==> config.mk <==
export PLATFORM = sky130hd
export DESIGN_NAME = fl_vadd_ctrl
export DESIGN_NICKNAME = d
export VERILOG_FILES = /design/src/rtl/fl_vadd_ctrl.sv
export SDC_FILE = /design/constraint.sdc
export NUM_CORES = 1
export LEC_CHECK = 0
export CAP_MARGIN = 20
export CORE_MARGIN = 2
export CORE_UTILIZATION = 55
export DETAILED_ROUTE_END_ITERATION = 8
export DONT_BUFFER_PORTS = 1
export PLACE_DENSITY = 0.77
export SLEW_MARGIN = 20
export SYNTH_ARGS = -nofsm -noshare
export SYNTH_HDL_FRONTEND = slang
export SYNTH_SLANG_ARGS = --single-unit
==> constraint.sdc <==
create_clock -name clk -period 3.55 [get_ports clk]
set_input_delay 0.5325 -clock clk [delete_from_list [all_inputs] [get_ports clk]]
set_output_delay 0.5325 -clock clk [all_outputs]
set_load 0.05 [all_outputs]
==> src/rtl/fl_vadd_ctrl.sv <==
// Vector-add sequencer: PS AXI-lite register file plus a stream-to-DDR single-beat writer.
// Optional macro FL_VADD_IRQ_EN enables the registered completion interrupt (irq tied 0 otherwise).
module fl_vadd_ctrl #(
  parameter int AXI_VECTOR_WIDTH   = 32,
  parameter int AXI_PS_DATAWIDTH   = 32,
  parameter int AXI_PS_ADDR_WIDTH  = 5,
  parameter int AXI_DDR_DATAWIDTH  = 32,
  parameter int AXI_DDR_ADDR_WIDTH = 5
) (
  input  logic                          clk,
  input  logic                          rst_n,
  input  logic [AXI_VECTOR_WIDTH-1:0]   sum_data,
  input  logic                          sum_valid,
  input  logic                          sum_tlast,
  output logic                          sum_ready,
  input  logic [AXI_PS_ADDR_WIDTH-1:0]  waddr,
  input  logic [AXI_PS_ADDR_WIDTH-1:0]  raddr,
  input  logic                          wavalid,
  input  logic                          wvalid,
  input  logic                          bready,
  input  logic                          arvalid,
  input  logic                          rready,
  input  logic [AXI_PS_DATAWIDTH-1:0]   wdata,
  output logic                          waready,
  output logic                          wready,
  output logic                          bvalid,
  output logic                          arready,
  output logic                          rvalid,
  output logic                          wresp,
  output logic [AXI_PS_DATAWIDTH-1:0]   rdata,
  output logic [AXI_DDR_ADDR_WIDTH-1:0] out_vector_waddr,
  output logic [AXI_DDR_DATAWIDTH-1:0]  out_vector_wdata,
  output logic                          out_vector_wavalid,
  output logic                          out_vector_wvalid,
  output logic                          out_vector_bready,
  input  logic                          out_vector_waready,
  input  logic                          out_vector_wready,
  input  logic                          out_vector_bvalid,
  input  logic                          out_vector_wresp,
  output logic                          irq
);
  localparam int AW = AXI_PS_ADDR_WIDTH;
  localparam int DW = AXI_PS_DATAWIDTH;

  typedef enum logic [2:0] {
    ST_IDLE   = 3'd0,
    ST_WAIT_D = 3'd1,
    ST_ISSUE  = 3'd2,
    ST_WAIT_B = 3'd3,
    ST_FIN    = 3'd4
  } state_t;

  state_t                  state_r;
  logic [DW-1:0]           base_r, len_r, count_r, rdata_r;
  logic                    busy_r, done_r, err_r, irq_en_r, tlast_r;
  logic                    waready_r, bvalid_r, wresp_r, arready_r, rvalid_r;
  logic                    sum_ready_r, awvalid_r, dwvalid_r, dbready_r;
  logic [AXI_DDR_ADDR_WIDTH-1:0] daddr_r;
  logic [AXI_DDR_DATAWIDTH-1:0]  ddata_r;
  logic                    hs_w_s, bad_w_s, start_s, aw_ok_s, w_ok_s;
  logic [DW-1:0]           count_inc_s, rd_mux_s;

  assign hs_w_s      = waready_r & wavalid & wvalid;
  assign bad_w_s     = (waddr > AW'(3'd4));
  assign start_s     = hs_w_s & (waddr == AW'(3'd0)) & wdata[0] & (state_r == ST_IDLE);
  assign count_inc_s = count_r + DW'(1'b1);
  // An address/data channel counts as accepted if it handshakes now or already did.
  assign aw_ok_s     = ~awvalid_r | out_vector_waready;
  assign w_ok_s      = ~dwvalid_r | out_vector_wready;

  // Read-data multiplexer over the register map.
  always_comb begin
    rd_mux_s = {DW{1'b0}};
    case (raddr)
      AW'(3'd0): rd_mux_s[1]   = irq_en_r;
      AW'(3'd1): rd_mux_s[2:0] = {err_r, done_r, busy_r};
      AW'(3'd2): rd_mux_s      = base_r;
      AW'(3'd3): rd_mux_s      = len_r;
      AW'(3'd4): rd_mux_s      = count_r;
      default:   rd_mux_s      = {DW{1'b0}};
    endcase
  end

  // PS write channel and the writable configuration registers.
  always_ff @(posedge clk or negedge rst_n) begin
    if (!rst_n) begin
      waready_r <= 1'b0;
      bvalid_r  <= 1'b0;
      wresp_r   <= 1'b0;
      base_r    <= {DW{1'b0}};
      len_r     <= {DW{1'b0}};
      irq_en_r  <= 1'b0;
    end else begin
      waready_r <= wavalid & wvalid & ~bvalid_r & ~waready_r;
      if (hs_w_s) begin
        bvalid_r <= 1'b1;
        wresp_r  <= bad_w_s;
      end else if (bvalid_r & bready) begin
        bvalid_r <= 1'b0;
        wresp_r  <= 1'b0;
      end
      if (hs_w_s & ~bad_w_s) begin
        case (waddr)
          AW'(3'd0): irq_en_r <= wdata[1];
          AW'(3'd2): if (state_r == ST_IDLE) base_r <= wdata;
          AW'(3'd3): if (state_r == ST_IDLE) len_r <= wdata;
          default: ;
        endcase
      end
    end
  end

  // PS read channel; arready is the registered inverse of rvalid.
  always_ff @(posedge clk or negedge rst_n) begin
    if (!rst_n) begin
      arready_r <= 1'b0;
      rvalid_r  <= 1'b0;
      rdata_r   <= {DW{1'b0}};
    end else if (rvalid_r & rready) begin
      rvalid_r  <= 1'b0;
      arready_r <= 1'b1;
    end else if (arready_r & arvalid) begin
      rvalid_r  <= 1'b1;
      arready_r <= 1'b0;
      rdata_r   <= rd_mux_s;
    end else begin
      arready_r <= ~rvalid_r;
    end
  end

  // Transfer sequencer: one stream element becomes one DDR write transaction.
  always_ff @(posedge clk or negedge rst_n) begin
    if (!rst_n) begin
      state_r     <= ST_IDLE;
      busy_r      <= 1'b0;
      done_r      <= 1'b0;
      err_r       <= 1'b0;
      count_r     <= {DW{1'b0}};
      tlast_r     <= 1'b0;
      sum_ready_r <= 1'b0;
      awvalid_r   <= 1'b0;
      dwvalid_r   <= 1'b0;
      dbready_r   <= 1'b0;
      daddr_r     <= {AXI_DDR_ADDR_WIDTH{1'b0}};
      ddata_r     <= {AXI_DDR_DATAWIDTH{1'b0}};
    end else begin
      case (state_r)
        ST_IDLE: begin
          if (start_s) begin
            busy_r  <= 1'b1;
            done_r  <= 1'b0;
            err_r   <= 1'b0;
            count_r <= {DW{1'b0}};
            if (len_r == {DW{1'b0}}) begin
              state_r <= ST_FIN;
            end else begin
              state_r     <= ST_WAIT_D;
              sum_ready_r <= 1'b1;
            end
          end
        end
        ST_WAIT_D: begin
          if (sum_valid & sum_ready_r) begin
            sum_ready_r <= 1'b0;
            ddata_r     <= AXI_DDR_DATAWIDTH'(sum_data);
            tlast_r     <= sum_tlast;
            daddr_r     <= AXI_DDR_ADDR_WIDTH'(base_r + count_r);
            awvalid_r   <= 1'b1;
            dwvalid_r   <= 1'b1;
            state_r     <= ST_ISSUE;
          end
        end
        ST_ISSUE: begin
          if (awvalid_r & out_vector_waready) awvalid_r <= 1'b0;
          if (dwvalid_r & out_vector_wready) dwvalid_r <= 1'b0;
          if (aw_ok_s & w_ok_s) begin
            dbready_r <= 1'b1;
            state_r   <= ST_WAIT_B;
          end
        end
        ST_WAIT_B: begin
          if (out_vector_bvalid) begin
            dbready_r <= 1'b0;
            count_r   <= count_inc_s;
            if (out_vector_wresp) begin
              err_r   <= 1'b1;
              state_r <= ST_FIN;
            end else if (count_inc_s == len_r) begin
              if (!tlast_r) err_r <= 1'b1;
              state_r <= ST_FIN;
            end else if (tlast_r) begin
              err_r   <= 1'b1;
              state_r <= ST_FIN;
            end else begin
              sum_ready_r <= 1'b1;
              state_r     <= ST_WAIT_D;
            end
          end
        end
        ST_FIN: begin
          busy_r  <= 1'b0;
          done_r  <= 1'b1;
          state_r <= ST_IDLE;
        end
        default: state_r <= ST_IDLE;
      endcase
    end
  end

`ifdef FL_VADD_IRQ_EN
  logic irq_r;
  // Level interrupt follows sticky DONE gated by the enable bit.
  always_ff @(posedge clk or negedge rst_n) begin
    if (!rst_n) irq_r <= 1'b0;
    else        irq_r <= done_r & irq_en_r;
  end
  assign irq = irq_r;
`else
  assign irq = 1'b0;
`endif

  assign sum_ready          = sum_ready_r;
  assign waready            = waready_r;
  assign wready             = waready_r;
  assign bvalid             = bvalid_r;
  assign wresp              = wresp_r;
  assign arready            = arready_r;
  assign rvalid             = rvalid_r;
  assign rdata              = rdata_r;
  assign out_vector_waddr   = daddr_r;
  assign out_vector_wdata   = ddata_r;
  assign out_vector_wavalid = awvalid_r;
  assign out_vector_wvalid  = dwvalid_r;
  assign out_vector_bready  = dbready_r;
endmodule

Word-level counts from Yosys, hierarchy flattened. Cells that the tools add are included.

Bitwise gates (word level): 25. Equal/unequal tests: 23. Add/subtract/negate cells: 2. Muxes and demuxes: 48. Magnitude comparators: 1. Reduce and logical (&&, ||, !) cells: 24.

Operators by type and width (count): $pmux W29 S3 (1); $mux W32 (2); $pmux W32 S2 (1); $add A32 B1 Y32 const B (1); $eq A32 B32 Y1 (1); $logic_not A32 Y1 (1); $mux W1 (25); $mux W3 (8); $eq A5 B2 Y1 const B (4); $ne A2 B2 Y1 const B (10); $reduce_and A3 Y1 (6); $and A1 B1 Y1 (16); $pmux W1 S2 (6); $pmux W3 S4 (1); $reduce_bool A2 Y1 (6); $logic_not A5 Y1 (2); $ne A4 B4 Y1 const B (2); $pmux W1 S4 (2); $reduce_and A2 Y1 (4); $reduce_and A8 Y1 (1); $not A1 Y1 (7); $eq A3 B2 Y1 const B (2); $add A5 B5 Y5 (1); $eq A5 B1 Y1 const B (1); 11 further kinds (12).

Output and inout port bits: 80. Register bits after elaboration: 182.

Depth between registers and ports, before layout. Gate-level depths: netlist of run 1.

Word-level depth: 7. Mapped depth: 11.

Worst setup path after synthesis of run 1. No wires, ideal clock.

Kind: reg-to-reg. Start point: register waready_r, in the netlist waready. End point: register base_r[10]. Path slack: 992 ps. Cell stages (with the launch flop): 7. Clock period less this slack: 2558 ps. Setup time: 125 ps. Path buffers: 1. Arrival: 2433 ps. Cells stage by stage: dfrtp_1 > nand3_1 > nor4_1 > nand3_1 > nor2_1 > clkbuf_1 > mux2_2.

Word-level cells in the longest chain between the ends: 4.

Ends and longest elaborated chain: start, declared (line 56) `logic waready_r, bvalid_r, wresp_r, arready_r, rvalid_r;`; start signal, assigned (line 94) `waready_r <= wavalid & wvalid & ~bvalid_r & ~waready_r;`; $and A1 B1 Y1 (2 in a row) (line 63) `assign hs_w_s = waready_r & wavalid & wvalid;`; $and A1 B1 Y1 (line 102) `if (hs_w_s & ~bad_w_s) begin`; $reduce_and A3 Y1 (no line); end signal, assigned (line 90) `base_r <= {DW{1'b0}};`; end signal, assigned (line 105) `AW'(3'd2): if (state_r == ST_IDLE) base_r <= wdata;`; end, declared (line 54) `logic [DW-1:0] base_r, len_r, count_r, rdata_r;`.

Every way passes these cells. A chain may end at the register's enable or synchronous reset.

Worst setup path in the final report of run 1.
Start point: register count_r[0]. End point: register err_r.

Word-level cells in the longest chain between the ends: 6. Elaborated cells between the ends (all ways): 9. Classes of those cells: add/sub (1); eq/ne (3); mux (4); reduce/logical (1).

Ends and longest elaborated chain: start, declared (line 54); start signal, assigned (line 138) `count_r <= {DW{1'b0}};`; start signal, assigned (line 153) `count_r <= {DW{1'b0}};`; start signal, assigned (line 184) `count_r <= count_inc_s;`; $add A32 B1 Y32 (*) (line 66) `assign count_inc_s = count_r + DW'(1'b1);`; $eq A32 B32 Y1 (*) (line 188) `end else if (count_inc_s == len_r) begin`; $mux W1 (line 188); $mux W1 (line 185) `if (out_vector_wresp) begin`; $mux W1 (line 182) `if (out_vector_bvalid) begin`; $pmux W1 S2 (line 147) `case (state_r)`; end signal, assigned (line 186) `err_r <= 1'b1;`; end signal, assigned (line 189) `if (!tlast_r) err_r <= 1'b1;`; end signal, assigned (line 192) `err_r <= 1'b1;`; end, declared (line 55) `logic busy_r, done_r, err_r, irq_en_r, tlast_r;`.

Every way passes the cells marked *; elsewhere a longest branch is shown, timed or not. The select of a mux whose other input is x is not followed.

==> impl_metrics.tcl, run 1 <==
set metrics [dict create \
    r2r_cells 11 \
    max_cap_violations 0 \
    synth_edf_count 0 \
    worst-endpoint-required_ns 3.86 \
    gr-total-overflow 0 \
    grt_setup_unrepaired "no" \
    port_buffers 0 \
    antenna_found_initial 0 \
    global_route.usage.total 0.257 \
    dr_total_vias 7129 \
    floorplan.io_pins 167 \
    setup.worst_path.class "reg -> reg" \
    grt_max_degree 183 \
    floorplan.die.width_um 135 \
    placement_rows 47 \
    setup_total_negative_slack_ns 0 \
    synth_top_cells_by_area "dfrtp_1, mux2_2, nand2_1" \
    worst_setup_path_end_kind "flop" \
    syn_area_um2 9410 \
    n_antenna_cell 0 \
    cell_area_after_layout_um2 10100 \
    dpl_cell_area_um2 9490 \
    count_of_tritonroute_iterations_in_the_first_routing_pass 5 \
    syn2layout_area_growth_pct 7.12 \
    final.hold.worst_slack_ns -0.213 \
    cts.root.buffer_cell "clkbuf_16" \
    failed_checks "negative hold slack" \
    grt_pass1_vias 6803 \
    drt-vias-per-instance 6.18 \
    drt_iter0_markers 639 \
    ant_nets 0 \
    place.detailed.instances 1121 \
    number_of_cts_inserted_buffers 17 \
    drive_above_1_share 0.171 \
    cts-htree-levels 4 \
    die_height_um 135 \
    leakagePower_uw 0.00465 \
    synth_flop_cell "dfrtp_1" \
    ys_async_sr_fraction 1.00 \
    mostFrequentLayoutCells "nand2_1, dfrtp_1, mux2_2" \
    highest_ir_drop_seen_on_vdd_uv 429 \
    core_utilization_of_the_finished_layout 0.606 \
    synth_fp_nets 1043 \
    clk-insertion-delay-late_ns 0.44 \
    yosys_warnings 0 \
    final_min_period_over_clock_period 0.849 \
    synth.largest_area_cell "dfrtp_1" \
    number_of_sinks_driven_by_the_clock_tree 182 \
    worst_slew_pin_slew_ns 0.922 \
    reg2reg_from "count_r[0]" \
    yosys.cell_types.count 71 \
    timing_max_transition_violations_final 0 \
    finalCriticalPeriod_ns 3.01 \
    min-delay-path-class "in -> async" \
    clk_pin_slew_ns 0.07 \
    critical_path.reg2reg.endpoint "err_r" \
    worst_max_slew_margin_expressed_relative_to_the_limit 0.386 \
    setup_viol_count_final 0 \
    post_dp_hpwl_mm 16.0 \
    synthesis.instances 950 \
    final_common_cell "nand2_1" \
    total_routed_length_mm 23.0 \
    synthDominantCellAreaShare 0.484 \
    core_um2 16600 \
    start_util 0.566 \
    cts_tree "done" \
    clock_tree.buffer_depth 2 \
    setup.worst_path.start_class "flop" \
    yosys_register_bits 182 \
    highest_clock_rate_mhz 332 \
    critPathMaxFanout 11 \
    worst-r2r-setup-slack_ns 0.54 \
    syn-mean-instance-area_um2 9.91 \
    globalplace.congestion 0.963 \
    wire_per_inst_um 19.9 \
    status "complete, but fails checks" \
    worstPathArrival_ns 3.32 \
    dieArea_um2 18200 \
    drc 0 \
    wire_length_of_the_first_global_routing_pass_mm 36.5 \
    final-instance-count-excl-fill 1153 \
    power.density_cell_area_nw_per_um2 607 \
    timing.clock.skew_ns 0.00905 \
    num-nets-final 1013 \
    report.final.hold_viol_count 182 \
    synth.yosys.seq_area_share 0.484 \
]
==> cell families (layout without fill, tap and decap cells) <==
group,Yosys count,in the layout,synth area share
AO/OA/AOI/OAI,194,194,0.128
flip-flops,182,182,0.484
AND/OR/NAND/NOR,342,342,0.173
other,1,1,0.000398
adder cells (fa/ha/maj),6,6,0.00877
XOR/XNOR,51,51,0.0483
multiplexers,99,99,0.119
buffers and inverters,75,58,0.0389
==> worst max-delay path, stage by stage (launching register included) <==
cell and delay (ns):
dfrtp_1 0.56, ha_1 0.37, nand3_1 0.25, nor4_1 0.36
buf_4 0.19, nand4_1 0.17, xnor2_1 0.22, nand4_1 0.18
nor4_2 0.22, nand4_1 0.13, a21oi_1 0.17, o21ai_1 0.07
==> how the worst max path moves through the flow <==
| stage | slack, ns | startpoint | to |
|---|---|---|---|
| 2_1_floorplan | 0.99 | waready | base_r[10] |
| 3_3_place_gp | 0.72 | count_r[0] | err_r |
| 6_report | 0.54 | count_r[0] | err_r |
| 4_1_cts | 0.62 | count_r[0] | err_r |
| 3_5_place_dp | 0.63 | count_r[0] | err_r |
| 5_1_grt | 0.28 | count_r[0] | err_r |
==> flip-flops by register name, summed over array words and instances (netlist names), 3 cells and up <==
name,cells
base_r,32
out_vector_waddr,5
rdata,32
out_vector_wdata,32
count_r,32
state_r,3
len_r,32
==> cells in the mapped netlist (all sizes together) (2+ instances only) <==
cell type / instances
o41ai: 2
inv: 12
a211o: 2
xor2: 15
a22oi: 30
and3: 8
a211oi: 3
a21o: 4
and2: 10
o32ai: 2
nor3: 13
nor2: 36
a21oi: 16
xnor2: 36
o21a: 3
or4: 2
buf: 15
dfrtp: 182
a2111oi: 2
nand4b: 2
a31oi: 7
nor4: 16
mux2i: 3
nor2b: 5
o211ai: 3
nand2: 185
or3: 4
clkbuf: 48
nand3: 24
ha: 5
or2: 2
and4: 4
nand4: 21
mux2: 95
o21ai: 91
nand2b: 4
o31ai: 18
==> final cells by class <==
cell class              instances  area (um^2)
repair buffers                 14          105
clock buffers                  18          439
well taps                     220          275
inverters                      12         45.0
flip-flops and latches        182         4550
multi-input cells             693         4510
fillers                      1359         6560
clock inverters                14          153
==> repair_timing <==
action                    in CTS  in global routing
hold endpoints to repair     182                182
buffers inserted               0                  0
gates resized for setup        0                  0
==> metal layers <==
layer | routed length (um) | global-route usage | up-vias
met4 | 377 | 0.0678 | 0
met3 | 1800 | 0.0672 | 27
met1 | 10100 | 0.364 | 3502
met5 | 0 | 0 | -
li1 | - | - | 3300
met2 | 10700 | 0.395 | 300
==> per-stage QoR <==
| stage | worst slack, ns | total power [uW] | hold WS [ns] |
|---|---|---|---|
| floorplan | 0.992 | 4030 | 0.237 |
| finish | 0.536 | 6120 | -0.213 |
| global route | 0.285 | 6400 | -0.232 |
| CTS | 0.619 | 6150 | -0.219 |
| detailed placement | 0.634 | 4250 | 0.243 |
| global placement | 0.715 | 4210 | 0.245 |
==> report_power, final <==
part	internal (uW)	switching [uW]	leakage [uW]
logic	357	525	0.00192
registers	2340	998	0.00245
clock network	1020	880	0.000291
Note: power is estimated with default switching activity, not from simulation.
==> run 2, diff against run 1 <==
Clock period 3.55 ns to 2.82 ns, I/O delays scaled along.
==> run 2 against run 1 <==
Cell count up 2.0%. Clock power up 32%. Worst hold slack lost 0.11 ns. The run still ends with negative hold slack left. Sequential share of layout area fell by 0.95 points. Largest cell class unchanged. First-iteration DRC count rose by 4.5%. Critical path depth shrank 2. Count of clock-buffer cells in the layout unchanged. Cell area grew 2.3%. Die area is the same. Clock skew is essentially flat.
==> impl_metrics.tcl, run 2 (same netlist as run 1, synthesis figures left out) <==
set metrics [dict create \
    globalplace.congestion 0.903 \
    count_of_tritonroute_iterations_in_the_first_routing_pass 7 \
    finalCriticalPeriod_ns 2.64 \
    final-instance-count-excl-fill 1176 \
    highest_clock_rate_mhz 379 \
    drt_iter0_markers 668 \
    dpl_cell_area_um2 9640 \
    final_common_cell "nand2_1" \
    total_routed_length_mm 23.4 \
    report.final.hold_viol_count 182 \
    drt-vias-per-instance 6.10 \
    timing.clock.skew_ns 0.00868 \
    core_um2 16600 \
    grt_pass1_vias 7007 \
    drive_above_1_share 0.205 \
    critPathMaxFanout 10 \
    leakagePower_uw 0.00477 \
    start_util 0.566 \
    reg2reg_from "count_r[2]" \
    setup.worst_path.class "reg -> reg" \
    worst-endpoint-required_ns 3.14 \
    antenna_found_initial 0 \
    dieArea_um2 18200 \
    clk_pin_slew_ns 0.07 \
    max_cap_violations 0 \
    final.hold.worst_slack_ns -0.321 \
    final_min_period_over_clock_period 0.936 \
    cell_area_after_layout_um2 10300 \
    die_height_um 135 \
    grt_max_degree 183 \
    floorplan.io_pins 167 \
    place.detailed.instances 1141 \
    worst_max_slew_margin_expressed_relative_to_the_limit 0.598 \
    post_dp_hpwl_mm 16.0 \
    power.density_cell_area_nw_per_um2 766 \
    setup_viol_count_final 0 \
    worstPathArrival_ns 2.96 \
    setup.worst_path.start_class "flop" \
    wire_per_inst_um 19.9 \
    placement_rows 47 \
    ant_nets 0 \
    worst_setup_path_end_kind "flop" \
    number_of_cts_inserted_buffers 17 \
    worst-r2r-setup-slack_ns 0.18 \
    status "complete, but fails checks" \
    clock_tree.buffer_depth 2 \
    critical_path.reg2reg.endpoint "sum_ready" \
    dr_total_vias 7175 \
    cts_tree "done" \
    highest_ir_drop_seen_on_vdd_uv 583 \
    timing_max_transition_violations_final 0 \
    floorplan.die.width_um 135 \
    cts.root.buffer_cell "clkbuf_16" \
    min-delay-path-class "in -> async" \
    clk-insertion-delay-late_ns 0.44 \
    worst_slew_pin_slew_ns 0.603 \
    num-nets-final 1036 \
    failed_checks "negative hold slack" \
    gr-total-overflow 0 \
    number_of_sinks_driven_by_the_clock_tree 182 \
    r2r_cells 9 \
    mostFrequentLayoutCells "nand2_1, dfrtp_1, mux2_2" \
    syn2layout_area_growth_pct 9.61 \
    port_buffers 0 \
    cts-htree-levels 4 \
    global_route.usage.total 0.265 \
    wire_length_of_the_first_global_routing_pass_mm 37.7 \
    n_antenna_cell 0 \
    drc 0 \
]
## run 2: changes by cell type in the layout (fill, tap and decap cells not counted), moves of 2 or more
| cell | before | now |
|---|---|---|
| buf_4 | 14 | 37 |
| dfrtp_1 | 182 | 176 |
| dfrtp_2 | 0 | 6 |
| nor4_1 | 14 | 11 |
| nor4_2 | 1 | 4 |
| bufinv_16 | 1 | 3 |
| inv_8 | 4 | 2 |
## run 2: layout make-up
class	instances	area, um^2
fill	1389	6320
clock inverter	14	185
timing repair buffer	37	278
tap	220	275
clock buffer	18	429
inverter	12	45.0
sequential	182	4560
multi-input combinational	693	4540
## run 2: worst max-delay path by stage
stage | start | endpoint | slack (ns) | cells past startpoint
detailed placement | count_r[10] | err_r | 0.13 | 9
global placement | count_r[10] | sum_ready | 0.17 | 9
CTS | count_r[10] | err_r | 0.1 | 9
global route | count_r[0] | err_r | -0.002 | 11
finish | count_r[2] | sum_ready | 0.18 | 9
floorplan | waready | base_r[10] | 0.26 | 6
## run 2: through the flow
| step | setup TNS, ns | total power (uW) | worst slack, ns | utilization |
|---|---|---|---|---|
| floorplan | 0 | 5070 | 0.262 | - |
| global placement | 0 | 5350 | 0.170 | 0.579 |
| detailed placement | 0 | 5400 | 0.125 | 0.579 |
| CTS | 0 | 7920 | 0.0964 | 0.616 |
| global route | -0.00303 | 8240 | -0.00206 | 0.620 |
| finish | 0 | 7900 | 0.180 | 0.620 |
## run 2: power by group
part | switching (uW) | internal (uW) | leakage, uW
Combinational | 765 | 499 | 0.00203
Sequential | 1180 | 2940 | 0.00244
Clock | 1090 | 1420 | 0.000297
## run 2: what timing repair did
item	in CTS	in global routing
endpoints found under the hold margin	182	182
gates resized for setup	0	13
setup buffers	0	3
setup endpoints to repair	0	4
## run 2: worst max-delay path, cell delays in order (launching register included)
cell,delay (ns)
dfrtp_1,0.52
and4_2,0.37
nand2_1,0.16
nor4_4,0.37
xnor2_1,0.19
o211ai_1,0.19
nor4_2,0.29
nand3_1,0.15
o21ai_0,0.19
a21oi_1,0.09
## run 2: routing by layer
layer | global-route usage | vias up | share of wire
li1 | - | 3344 | -
met4 | 0.0901 | 0 | 0.018
met5 | 0 | - | 0
met3 | 0.0627 | 37 | 0.075
met1 | 0.365 | 3530 | 0.44
met2 | 0.415 | 264 | 0.47
==> run 3, diff against run 2 <==
Settings changed: CORE_UTILIZATION 55 to 30, PLACE_DENSITY 0.77 to 0.51.
==> run 3 against run 2 <==
Largest power group unchanged. Worst hold slack improved by 0.015 ns. The flow still finishes with violations (negative hold slack). Via count down 0.22%. Non-clock buffer count rose by 13.
==> impl_metrics.tcl, run 3 (same netlist as run 1, synthesis figures left out) <==
set metrics [dict create \
    worst_slew_pin_slew_ns 0.744 \
    setup.worst_path.class "reg -> reg" \
    leakagePower_uw 0.00484 \
    path_buf_inv 0 \
    drt_iter0_markers 469 \
    core_utilization_of_the_finished_layout 0.347 \
    highest_clock_rate_mhz 376 \
    critical_path.cell_chain "nand4_1 > or3_4 > or3_4 > xnor2_2 > nand4_1 > nor4_4 > nand4_1 > a21oi_1 > o21ai_1" \
    drc 0 \
    final.hold.worst_slack_ns -0.306 \
    core_um2 30700 \
    max_cap_violations 0 \
    floorplan.io_pins 167 \
    drt-vias-per-instance 5.24 \
    number_of_sinks_driven_by_the_clock_tree 182 \
    dieArea_um2 32800 \
    total_routed_length_mm 26.9 \
    pwr-share-seq 0.519 \
    switching_power_uw 3160 \
    dr_total_vias 7159 \
    report.final.hold_viol_count 182 \
    die_height_um 181 \
    max_stage_delay_ns 0.49 \
    critical_path.most_common_cell "nand4_1" \
    worst-endpoint-required_ns 3.12 \
    pre_cts_slack_ns 0.140 \
    post_dp_hpwl_mm 18.4 \
    power.density_cell_area_nw_per_um2 740 \
    start_util 0.306 \
    global_route.usage.total 0.166 \
    antenna_found_initial 0 \
    p_int_uw 4740 \
    min-delay-path-class "in -> async" \
    grt_setup_unrepaired "no" \
    worst-r2r-setup-slack_ns 0.16 \
    highest_ir_drop_seen_on_vdd_uv 402 \
    globalplace.congestion 0.862 \
    port_buffers 0 \
    mostFrequentLayoutCells "nand2_1, dfrtp_1, mux2_2" \
    worstPathArrival_ns 2.95 \
    timing_max_transition_violations_final 0 \
    wire_per_inst_um 19.7 \
    cts.root.buffer_cell "clkbuf_16" \
    switching_share 0.400 \
    crit_family "simple AND/OR/NAND/NOR gates" \
    final-instance-count-excl-fill 1365 \
    cts_tree "done" \
    placement_rows 64 \
    clk_pin_slew_ns 0.07 \
    cts-htree-levels 4 \
    setup_ws_ns 0.163 \
    final_common_cell "nand2_1" \
    worst_max_slew_margin_expressed_relative_to_the_limit 0.504 \
    n_antenna_cell 0 \
    failed_checks "negative hold slack" \
    timing.clock.skew_ns 0.0164 \
    setup_viol_count_final 0 \
    finalCriticalPeriod_ns 2.66 \
    clk-insertion-delay-late_ns 0.44 \
    ant_nets 0 \
    clock_tree.buffer_depth 2 \
    number_of_cts_inserted_buffers 17 \
    worst_setup_path_end_kind "flop" \
    gr-total-overflow 0 \
    floorplan.die.width_um 181 \
    place.detailed.instances 1326 \
    count_of_tritonroute_iterations_in_the_first_routing_pass 6 \
    critPathMaxFanout 5 \
    grt_max_degree 183 \
    dpl_cell_area_um2 9950 \
    cell_area_after_layout_um2 10700 \
    drive_above_1_share 0.222 \
    status "complete, but fails checks" \
    final_min_period_over_clock_period 0.942 \
    slowest_cell_on_the_critical_path "or3_4" \
    setup_total_negative_slack_ns 0 \
    grt_pass1_vias 7201 \
    combPwrFrac 0.172 \
    num-nets-final 1049 \
    final.fill_count 3115 \
    setup.worst_path.start_class "flop" \
    syn2layout_area_growth_pct 13.5 \
    wire_length_of_the_first_global_routing_pass_mm 43.1 \
    clockPowerShare 0.309 \
]
-- run 3: power by group through the flow --
stage	Clock, uW	Combinational (uW)	Sequential, uW
6_report	2440	1360	4100
5_1_grt	2630	1550	4150
4_1_cts	2530	1320	4100
3_5_place_dp	0	1320	4160
3_3_place_gp	0	1290	4150
2_1_floorplan	0	973	4100
-- run 3: final cells by class --
| class | count | area [um^2] | area share |
|---|---|---|---|
| clock buffers | 17 | 425 | 0.0398 |
| clock inverters | 15 | 161 | 0.0151 |
| inverters | 12 | 45.0 | 0.00422 |
| multi-input cells | 693 | 4590 | 0.430 |
| flip-flops and latches | 182 | 4560 | 0.427 |
| well taps | 396 | 495 | 0.0464 |
| repair buffers | 50 | 400 | 0.0375 |
-- run 3: worst paths after layout --
kind	startpoint	end	cells past startpoint
setup / recovery	count_r[10]	err_r	9
hold / removal	rst_n	rdata[7]	0
setup reg to reg	count_r[10]	err_r	9
hold reg to reg	err_r	err_r	2
max in group asynchronous	rst_n	out_vector_wdata[17]	0
min in group clk	raddr[4]	rdata[1]	1
-- run 3: per-stage QoR --
stage	hold WS (ns)	total power, uW
after CTS	-0.329	7960
after global routing	-0.328	8330
final	-0.306	7900
after global placement	0.143	5450
after floorplan	0.127	5070
after detailed placement	0.140	5470
-- run 3: timing repair --
action,4_1_cts,5_1_grt
gates resized for setup,0,21
setup buffers,0,7
setup endpoints to repair,0,4
endpoints found under the hold margin,182,182
-- run 3: per-layer routing --
layer,GRT usage,vias up,share of wire
met4,0.0410,0,0.012
met2,0.256,204,0.45
met3,0.0399,21,0.064
met5,0,-,0
li1,-,3369,-
met1,0.234,3565,0.47
==> RTL change 1: new RTL, config.mk and constraints of run 2 <==
Change the parameter `AXI_DDR_DATAWIDTH` from 32 to 28.
--- a/src/rtl/fl_vadd_ctrl.sv
+++ b/src/rtl/fl_vadd_ctrl.sv
@@ -4,7 +4,7 @@
   parameter int AXI_VECTOR_WIDTH   = 32,
   parameter int AXI_PS_DATAWIDTH   = 32,
   parameter int AXI_PS_ADDR_WIDTH  = 5,
-  parameter int AXI_DDR_DATAWIDTH  = 32,
+  parameter int AXI_DDR_DATAWIDTH  = 28,
   parameter int AXI_DDR_ADDR_WIDTH = 5
 ) (
   input  logic                          clk,
Ports: changed (resized out_vector_wdata); port bits go from 167 to 163. The function was not compared with the original's and may differ.
==> RTL change 1 against run 2 <==
The flow finishes with violations (hold timing, setup timing); total power shrank 6.6%; cell area grew 2.5%; worst setup slack lost 230 ps; count of clock-buffer cells in the layout unchanged; synthesized area decreased by 0.39%; sequential cell count fell by 4; final cell count rose by 1.4%; routed wire length is 1.7% higher; largest cell class is now multi-input combinational cells.
==> RTL change 1: results <==
synthesis:
  synth_mux_area_frac: 0.1209
  synth_nets: 1034
drt:
  first_iter_violations: 714
  num_vias: 7393
  wl_met1_um: 9951
  wl_per_cell_um: 19.92
run_status:
  violations: "hold timing, setup timing"
  status: "finished, violations left"
sta:
  fin_ws_ps: -46.95
  hold_viol_final: 178
  timing.hold.ws_ps: -322.6
  skew_ps: 10.01
  slew_headroom: 0.4687
  setup_viol: 3
power_and_ir_drop:
  ir_worst_vdd_uv: 596.4
  power.switching_fraction: 0.3849
  pg_comb_mw: 1.16
global_route:
  grtUsageMet1: 0.3591
  grt_antenna_before_repair: 1
  grt_pass1_wl_um: 37990
  grtUsageMet2: 0.4277
layout:
  fillCellCount: 1333
  layout-drive-gt1-share: 0.2528
setup_path:
  crit_path_start: "count_r[0]$_DFFE_PN0P_"
  cp_max_fo: 4
clock_network:
  post_cts_buffers: 1
==> RTL change 1: path summary, 6_finish.rpt <==
check / cells after the start / endpoint
setup / recovery: 10 / sum_ready$_DFFE_PN0P_
hold / removal: 0 / count_r[5]$_DFFE_PN0P_
setup reg to reg: 10 / sum_ready$_DFFE_PN0P_
hold reg to reg: 1 / base_r[31]$_DFFE_PN0P_
max in group asynchronous: 0 / count_r[6]$_DFFE_PN0P_
min in group clk: 1 / rdata[1]$_DFFE_PN0P_
==> RTL change 1: area by class of cell <==
class	instances	area [µm²]	share of cell area
flip-flops and latches	178	4462	0.4217
inverters	10	37.54	0.003548
multi-input cells	684	4712	0.4454
clock buffers	18	429.2	0.04056
well taps	220	275.3	0.02602
clock inverters	14	138.9	0.01313
repair buffers	69	525.5	0.04967
==> RTL change 1: critical path: stages (launching register included) <==
cell	delay, ps
dfrtp_1	420
ha_4	180
nand3_4	90
nor4_4	460
and3_1	240
o21ai_1	90
or4_4	610
nor4_4	280
buf_4	160
or4b_1	110
a31oi_1	90
==> RTL change 2: new RTL, flow settings as in run 2 <==
Without the edit above. The 5 states of `state_t` get a one-hot encoding in 5 bits.
--- a/src/rtl/fl_vadd_ctrl.sv
+++ b/src/rtl/fl_vadd_ctrl.sv
@@ -42,12 +42,12 @@
   localparam int AW = AXI_PS_ADDR_WIDTH;
   localparam int DW = AXI_PS_DATAWIDTH;
 
-  typedef enum logic [2:0] {
-    ST_IDLE   = 3'd0,
-    ST_WAIT_D = 3'd1,
-    ST_ISSUE  = 3'd2,
-    ST_WAIT_B = 3'd3,
-    ST_FIN    = 3'd4
+  typedef enum logic [4:0] {
+    ST_IDLE   = 5'b00001,
+    ST_WAIT_D = 5'b00010,
+    ST_ISSUE  = 5'b00100,
+    ST_WAIT_B = 5'b01000,
+    ST_FIN    = 5'b10000
   } state_t;
 
   state_t                  state_r;
Formal check against the unedited RTL: same outputs for any inputs over 4 cycles, from zero or initial values and one cycle with rst_n low; so few cycles prove little.
==> RTL change 2 against run 2 <==
The flow still finishes with violations (hold timing); sequential share of layout area shrank 2.7 points; worst setup slack lost 68 ps; routed wire length grew 11%; sequential power shrank 2%; synthesized area grew 3.1%; cell area grew 7.6%; total power grew 0.87%; global-route usage grew 1.9 points; combinational power grew 21%; final cell count grew 8.2%; count of clock-buffer cells in the layout shrank 1; sequential cell count grew 2; largest cell class is now multi-input combinational cells.
==> RTL change 2: results <==
synthesis:
  synth_area_leaders: "dfrtp_1 (47%), mux2_2 (11%), nand2_1 (8.2%)"
  ys_seq_area_frac: 0.4744
  syn_inst: 1015
  synthTopCellsByCount: "nand2_1 (211), dfrtp_1 (183), mux2_2 (95), o21ai_0 (84), clkbuf_1 (66)"
sta:
  timing.hold.ws_ps: -326.1
  fin_crit_ps: 2708
  hold_viol_final: 183
  skew_ps: 8.367
  max_slew.worst_pin.slew_ps: 652.4
power_and_ir_drop:
  power.switching_fraction: 0.4003
  leakagePower_nw: 5.182
  pwr-share-comb: 0.191
setup_path:
  worst_path_largest_cell_delay_ps: 550
  r2r-start: "count_r[11]$_DFFE_PN0P_"
  crit_arrival_ps: 3030
place:
  routabilityCongestion: 1.009
  pre_cts_slack_ps: -34.92
  dp_cells: 1232
drt:
  met3_length_um: 1932
  dr.pass1.iters: 6
  wl_met2_um: 12840
  first_iter_violations: 725
  wl_met1_um: 10570
run_status:
  status: "finished, violations left"
  violations: "hold timing"
layout:
  layout-drive-gt1-share: 0.2338
global_route:
  grtUsageMet1: 0.3592
  grtUsageMet2: 0.4772
  grt_use_met3: 0.07111
  grt_max_degree: 185
  first_global_vias: 7748
==> RTL change 2: repair_timing <==
item | in CTS | in global routing
endpoints found under the setup margin | 4 | 4
endpoints found under the hold margin | 184 | 184
setup buffers | 1 | 8
gates resized for setup | 3 | 32
cloned | 0 | 0
pin swaps | 1 | 20
==> RTL change 2: area by class of cell <==
class	count	area, µm²
Clock buffer	17	425.4
Tap cell	225	281.5
Fill cell	1400	6197
Sequential cell	184	4606
Multi-Input combinational cell	739	4901
Clock inverter	15	183.9
Timing Repair Buffer	79	649.4
Inverter	14	52.55
==> RTL change 2: cell families (layout without fill, tap and decap cells) <==
family / Yosys count / in the layout / synth area share
fa+ha+maj: 6 / 6 / 0.008506
flops: 184 / 184 / 0.4744
simple gates: 381 / 381 / 0.1846
buf+inv: 92 / 125 / 0.03776
other cells: 1 / 1 / 0.0003863
mux: 101 / 101 / 0.1177
xor+xnor: 41 / 41 / 0.03841
compound gates: 209 / 209 / 0.1383
